==> config.mk <==
export PLATFORM = sky130hd
export DESIGN_NAME = load_store_unit
export DESIGN_NICKNAME = d
export VERILOG_FILES = /design/src/rtl/load_store_unit.sv
export SDC_FILE = /design/constraint.sdc
export NUM_CORES = 1
export LEC_CHECK = 0
export CORE_MARGIN = 2
export CORE_UTILIZATION = 53
export CTS_BUF_LIST = sky130_fd_sc_hd__clkbuf_8
export DETAILED_ROUTE_END_ITERATION = 8
export GPL_ROUTABILITY_DRIVEN = 0
export PLACE_DENSITY_LB_ADDON = 0.05
export SLEW_MARGIN = 0
export SYNTH_ARGS = -nofsm -noshare
export SYNTH_HDL_FRONTEND = slang
export SYNTH_SLANG_ARGS = --single-unit
==> constraint.sdc <==
create_clock -name clk -period 5.83 [get_ports clk]
set_input_delay 1.166 -clock clk [delete_from_list [all_inputs] [get_ports clk]]
set_output_delay 1.166 -clock clk [all_outputs]
set_load 0.005 [all_outputs]
==> src/rtl/load_store_unit.sv <==
// Multi-cycle load/store unit: computes the effective address and talks to data memory over a
// req/gnt/rvalid handshake. Misaligned, illegal and timed-out accesses come back as error codes.
module load_store_unit #(
   parameter int unsigned XLEN    = 32,
   parameter int unsigned ADDR_W  = 32,
   parameter int unsigned TIMEOUT = 15
) (
   input  logic                clk,
   input  logic                nreset,
   input  logic                req_valid,
   output logic                req_ready,
   input  logic                req_store,
   input  logic [2:0]          req_funct3,
   input  logic [XLEN-1:0]     req_base,
   input  logic [11:0]         req_offset,
   input  logic [XLEN-1:0]     req_wdata,
   input  logic [4:0]          req_rd,
   output logic                mem_req,
   input  logic                mem_gnt,
   output logic                mem_we,
   output logic [ADDR_W-1:0]   mem_addr,
   output logic [XLEN/8-1:0]   mem_be,
   output logic [XLEN-1:0]     mem_wdata,
   input  logic                mem_rvalid,
   input  logic [XLEN-1:0]     mem_rdata,
   output logic                rsp_valid,
   output logic [4:0]          rsp_rd,
   output logic [XLEN-1:0]     rsp_data,
   output logic                rsp_we,
   output logic [1:0]          rsp_err
);

   localparam int unsigned NB    = XLEN / 8;
   localparam int unsigned LaneW = $clog2(NB);
   localparam int unsigned CntW  = $clog2(TIMEOUT + 1);

   typedef enum logic [1:0] {StIdle, StReq, StWait, StResp} state_e;

   state_e              state_q, state_d;
   logic                store_q, store_d;
   logic [2:0]          funct3_q, funct3_d;
   logic [4:0]          rd_q, rd_d;
   logic [ADDR_W-1:0]   addr_q, addr_d;
   logic [XLEN-1:0]     wdata_q, wdata_d;
   logic [XLEN-1:0]     data_q, data_d;
   logic [1:0]          err_q, err_d;
   logic [CntW-1:0]     cnt_q, cnt_d;

   logic [XLEN-1:0]     ea_x;
   logic [ADDR_W-1:0]   ea;
   logic                illegal, misaligned;
   logic [LaneW-1:0]    lane;
   logic [7:0]          size_mask;
   logic [NB-1:0]       be_full;
   logic [XLEN-1:0]     wdata_sh, wdata_lane, rdata_sh, load_ext;
   logic                sign;
   int                  nbits;

   assign ea_x = req_base + {{(XLEN-12){req_offset[11]}}, req_offset};
   assign ea   = ADDR_W'(ea_x);

   always_comb begin
      illegal = (req_funct3 == 3'b111) || (req_store && req_funct3[2]) ||
                ((XLEN == 32) && (req_funct3 == 3'b011 || req_funct3 == 3'b110));
      unique case (req_funct3[1:0])
         2'd0:    misaligned = 1'b0;
         2'd1:    misaligned = ea[0];
         2'd2:    misaligned = |ea[1:0];
         default: misaligned = |ea[2:0];
      endcase
   end

   // Lane steering for the latched operation.
   always_comb begin
      lane     = addr_q[LaneW-1:0];
      nbits    = 8 << funct3_q[1:0];
      unique case (funct3_q[1:0])
         2'd0:    begin size_mask = 8'h01; sign = rdata_sh[7];  end
         2'd1:    begin size_mask = 8'h03; sign = rdata_sh[15]; end
         2'd2:    begin size_mask = 8'h0f; sign = rdata_sh[31]; end
         default: begin size_mask = 8'hff; sign = rdata_sh[XLEN-1]; end
      endcase
      be_full    = NB'(size_mask) << lane;
      wdata_sh   = wdata_q << {lane, 3'b000};
      rdata_sh   = mem_rdata >> {lane, 3'b000};
      wdata_lane = '0;
      for (int i = 0; i < int'(NB); i++) begin
         wdata_lane[i*8 +: 8] = be_full[i] ? wdata_sh[i*8 +: 8] : 8'h00;
      end
      load_ext = '0;
      for (int i = 0; i < int'(XLEN); i++) begin
         load_ext[i] = (i < nbits) ? rdata_sh[i] : (sign & ~funct3_q[2]);
      end
   end

   always_ff @(posedge clk) begin
      if (!nreset) begin
         state_q  <= StIdle;
         store_q  <= 1'b0;
         funct3_q <= '0;
         rd_q     <= '0;
         addr_q   <= '0;
         wdata_q  <= '0;
         data_q   <= '0;
         err_q    <= '0;
         cnt_q    <= '0;
      end else begin
         state_q  <= state_d;
         store_q  <= store_d;
         funct3_q <= funct3_d;
         rd_q     <= rd_d;
         addr_q   <= addr_d;
         wdata_q  <= wdata_d;
         data_q   <= data_d;
         err_q    <= err_d;
         cnt_q    <= cnt_d;
      end
   end

   always_comb begin
      state_d  = state_q;
      store_d  = store_q;
      funct3_d = funct3_q;
      rd_d     = rd_q;
      addr_d   = addr_q;
      wdata_d  = wdata_q;
      data_d   = data_q;
      err_d    = err_q;
      cnt_d    = cnt_q;
      unique case (state_q)
         StIdle: begin
            if (req_valid) begin
               store_d  = req_store;
               funct3_d = req_funct3;
               rd_d     = req_rd;
               addr_d   = ea;
               wdata_d  = req_wdata;
               data_d   = '0;
               if (illegal) begin
                  err_d   = 2'b10;
                  state_d = StResp;
               end else if (misaligned) begin
                  err_d   = 2'b01;
                  state_d = StResp;
               end else begin
                  err_d   = 2'b00;
                  state_d = StReq;
               end
            end
         end
         StReq: begin
            if (mem_gnt) begin
               cnt_d   = '0;
               state_d = store_q ? StResp : StWait;
            end
         end
         StWait: begin
            cnt_d = cnt_q + 1'b1;
            // A late rvalid on the final counted cycle still wins over the timeout.
            if (mem_rvalid) begin
               data_d  = load_ext;
               state_d = StResp;
            end else if (cnt_q == CntW'(TIMEOUT - 1)) begin
               err_d   = 2'b11;
               state_d = StResp;
            end
         end
         StResp:  state_d = StIdle;
         default: state_d = StIdle;
      endcase
   end

   always_comb begin
      req_ready = 1'b0;
      mem_req   = 1'b0;
      mem_we    = 1'b0;
      mem_addr  = '0;
      mem_be    = '0;
      mem_wdata = '0;
      rsp_valid = 1'b0;
      rsp_rd    = '0;
      rsp_data  = '0;
      rsp_we    = 1'b0;
      rsp_err   = '0;
      unique case (state_q)
         StIdle: req_ready = 1'b1;
         StReq: begin
            mem_req   = 1'b1;
            mem_we    = store_q;
            mem_addr  = addr_q & ~ADDR_W'(NB - 1);
            mem_be    = be_full;
            mem_wdata = wdata_lane;
         end
         StResp: begin
            rsp_valid = 1'b1;
            rsp_rd    = rd_q;
            rsp_data  = data_q;
            rsp_err   = err_q;
            rsp_we    = (err_q == 2'b00) && !store_q && (rd_q != 5'd0);
         end
         default: ;
      endcase
   end

endmodule

* Yosys cells after proc, flatten, opt, wreduce, memory -nomap -nowiden *
Cells that the tools add are included.

storage, ports and cells
  register bits = 113
  output and inout port bits = 112

cells by class
  equal/unequal tests = 17
  bitwise operators = 2
  magnitude comparators = 32
  mux-type cells = 68
  shift operators = 4
  reductions and logical operators = 21
  $add $sub $neg = 2

operator list
  kind                    number
  $lt A6 B32 Y1 const A   16
  $lt A5 B32 Y1 const A   8
  $mux W32                5
  $lt A4 B32 Y1 const A   4
  $lt A3 B32 Y1 const A   2
  $pmux W32 S2            1
  $mux W1                 39
  $add A32 B32 Y32        1
  $lt A1 B32 Y1 const A   1
  $lt A2 B32 Y1 const A   1
  $mux W8                 4
  $shl A32 B5 Y32         1
  $shl A4 B2 Y32 const A  1
  $shr A32 B5 Y32         1
  $mux W2                 10
  $pmux W4 S3             1
  $ne A2 B2 Y1 const B    5
  $eq A2 B2 Y1 const B    4
  $logic_not A2 Y1        4
  $mux W4                 2
  $pmux W2 S4             1
  $pmux W4 S2             1
  $eq A2 B1 Y1 const B    3
  $eq A3 B3 Y1 const B    2
  21 further kinds        28

* Logic depth before layout (Yosys ltp) *
  word-level depth = 7
  depth in mapped cells = 12

* Least setup slack after synthesis *
Ideal clock, no wire load.

  path type = input to register
  from = input port req_base[0]
  to = register addr_q[24]
  path buffers = 0
  setup slack = 2602 ps
  stages = 9
  required time = 5695 ps
  arrival = 3093 ps
  path through = ha_1 > fa_1 > a21oi_1 > o211ai_2 > nand2_2 > o311ai_4 > a311o_2 > a221oi_2 > o311ai_1

between the ends
  cells in the longest elaborated chain, start to end = 1

ends and longest elaborated chain
  element                 line  text
  start: declaration      14    input logic [XLEN-1:0] req_base,
  $add A32 B32 Y32        59    assign ea_x = req_base + {{(XLEN-12){req_offset[11]}}, req_offset};
  end signal: assignment  112   addr_q <= addr_d;
  end: declaration        43    logic [ADDR_W-1:0] addr_q, addr_d;

No other way between the ends.
A chain may end at the register's enable or synchronous reset.

* Final worst setup path *
  from = register addr_q[1]
  to = output port mem_wdata[29]

between the ends
  cells in the longest elaborated chain, start to end = 3

ends and longest elaborated chain
  element                                           line    text
  $shl A32 B5 Y32 or $shl A4 B2 Y4 (tied branches)  84, 83
  $mux W8 (*)                                       88      wdata_lane[i*8 +: 8] = be_full[i] ? wdata_sh[i*8 +: 8] : 8'h00;
  $mux W32 (*)                                      185     unique case (state_q)
  end: declaration                                  23      output logic [XLEN-1:0] mem_wdata,

Every way passes the cells marked *; elsewhere a longest branch is shown, timed or not.

==> reports/metrics.csv <==
metric,value,unit
Max Fanout on Critical Path,60,
register area share after synthesis,29.28,%
# diodes,0,
Tmin final,3.912,ns
number of buffers created by CTS,17,
Max Clock Skew,0.009582,ns
Synth Area per Inst,7.329,um^2
Starting Density,53.76,%
Syn. warnings,0,
Hold Buf Count CTS,0,
fin nets,1403,
status,"finished, final reports clean",
CP max-delay cell,clkdlybuf4s50_1,
Worst Setup Start Kind,flop,
Maximum Capacitance Violations,0,
postcts setup bufs,0,
fin util,72.48,%
worst vdd ir,0.1993,mV
Placed Cells,1408,
# H-tree levels,4,
Power per Cell Area,296.0,nW/um^2
DRC Markers,0,
Synth Register Bits,113,
Top Ports,234,
Synth Flop Type,dfxtp_1,
Synth cell types,69,
Root Buffer,clkbuf_8,
die area,15560,um^2
Least-Margin Pin Slew,1.182,ns
DP Wirelength,16720,um
latest clock arrival within the worst-skew pair,0.44,ns
Core Area,14370,um^2
Filler cells,1205,
final setup vio count,0,
number of vias per cell,5.662,
share of cells above drive strength 1,5.418,%
initial antenna violation count,0,
share of flip-flops with an asynchronous set or reset,0,%
cell count after synthesis,1054,
CTS sink count,113,
post_cts resized,0,
Crit path required time,4.66,ns
HP Class,flop to flop,
final wirelength,23320,um
"Clk pin slew, worst setup/hold paths",0.07,ns
Die X,124.7,um
leakage power,3.962,nW
Port Buf Inserts,231,
CP Capture Type,output port,
Post-Layout Cell Count,1439,
period utilisation layout,67.11,%
WL/cell,16.21,um
RSZ-0062 raised after global routing,no,
Hold WS,0.4422,ns
CTS Buffer Depth,2,
Finished Cell Area,10420,um^2
Synth-to-Final Area Change,34.82,%
Detailed Routing Iterations Pass 1,8,
"EDFF count, synth",0,
via count,8148,
Initial DRC Count,673,
GR Util All Layers,29.33,%
"antenna viol nets, final",0,
Pins Over Slew Limit,0,
CP Class,flop to output port,
vias in the first global route,7378,
# rows,44,
CTS tree,built,
Max-slew headroom,20.91,%
Slowest Stage Delay on Critical Path,0.56,ns
Fin. Hold Viols,0,
die height,124.7,um
Synth Cell Area,7725,um^2
first-pass GRT wire length,37530,um
crit-path cells,"buf_4, inv_1, nor2_1, o21ai_1, a211oi_1, clkdlybuf4s50_1",
"Cell Area, Placed",10050,um^2
global route total overflow,0,
CP arrival,2.75,ns
largest net degree at the start of global routing,93,
fmax,0.2556,GHz
TNS Setup,0,ns
==> cells in the final DEF, fill, tap and decap left out, drive strengths merged, types with 6 or more instances in the layout <==
cell           count
nor2b             19
nand2            184
o21ai             64
clkdlybuf4s50    231
dfxtp            113
clkbuf            21
xor2              11
and3              16
a32oi              7
mux2i             35
nand3             15
a21oi            117
xnor2             11
a211o             11
ha                37
and2              79
a22oi             26
a211oi            24
o211ai             7
buf               11
nor2             111
nor3              13
inv               26
a31oi              6
==> cell usage after synthesis (20+ instances only) <==
cell | instances | area, um^2
dfxtp_1 | 113 | 2262
ha_1 | 37 | 462.9
a211oi_1 | 20 | 150.1
a22oi_1 | 26 | 195.2
mux2i_1 | 35 | 350.3
nor2_1 | 110 | 412.9
a21oi_1 | 114 | 570.6
nand2_1 | 183 | 686.9
clkbuf_1 | 54 | 202.7
and2_1 | 79 | 494.2
o21ai_0 | 47 | 235.2
==> metrics by stage <==
step,setup WS (ns),power [mW]
after floorplan,2.602,1.949
after global placement,1.603,2.380
after detailed placement,1.561,2.402
after CTS,1.901,3.085
after global routing,1.761,3.287
final,1.918,3.083
==> worst max-delay path, delay by kind of cell (launching register included) <==
kind                   cells  cell delay (ns)
buffers and inverters      3             1.24
AO/OA/AOI/OAI              2             0.61
flip-flops                 1             0.33
AND/OR/NAND/NOR            1             0.13
==> worst paths after layout <==
| path | startpoint | to | slack (ns) | cells past startpoint |
|---|---|---|---|---|
| hold reg to reg | addr_q[21] | addr_q[21] | 0.44 | 2 |
| setup reg to reg | addr_q[1] | data_q[29] | 3.23 | 9 |
| setup / recovery | addr_q[1] | mem_wdata[29] | 1.92 | 6 |
| hold / removal | addr_q[21] | addr_q[21] | 0.44 | 2 |
==> power breakdown <==
part           internal [mW]  switching [mW]
registers              0.927           0.110
clock network          0.369           0.318
logic                  0.543           0.816
==> flip-flops by register name, indices dropped and copies added (netlist names) <==
signal,flops
wdata_q,32
data_q,32
err_q,2
store_q,1
addr_q,32
state_q,2
cnt_q,4
rd_q,5
funct3_q,3
==> routing by layer <==
| metal | GRT usage (%) | wire, um | vias up |
|---|---|---|---|
| met4 | 11.04 | 573 | 0 |
| met2 | 48.44 | 11120 | 338 |
| li1 | - | - | 4024 |
| met3 | 5.326 | 1527 | 52 |
| met1 | 38.14 | 10100 | 3734 |
| met5 | 0 | 0 | - |
==> logic make-up after synthesis <==
kind of cell	after synthesis	share of synthesized area (%)
AND/OR/NAND/NOR	460	27.65
multiplexers	36	4.681
buffers and inverters	94	4.972
adder cells (fa/ha/maj)	38	6.252
other	1	0.04854
flip-flops	113	29.28
AO/OA/AOI/OAI	290	24.62
XOR/XNOR	22	2.494
==> cell type report <==
| type | instances | area (um^2) | area share, % |
|---|---|---|---|
| clock inverter | 10 | 71.32 | 0.6848 |
| clock buffer | 21 | 289.0 | 2.775 |
| inverter | 21 | 78.83 | 0.7568 |
| multi-input combinational | 848 | 5086 | 48.83 |
| tap | 184 | 230.2 | 2.210 |
| timing repair buffer | 242 | 2395 | 22.99 |
| sequential | 113 | 2265 | 21.74 |
No activity file was read; power rests on OpenSTA's default activity.
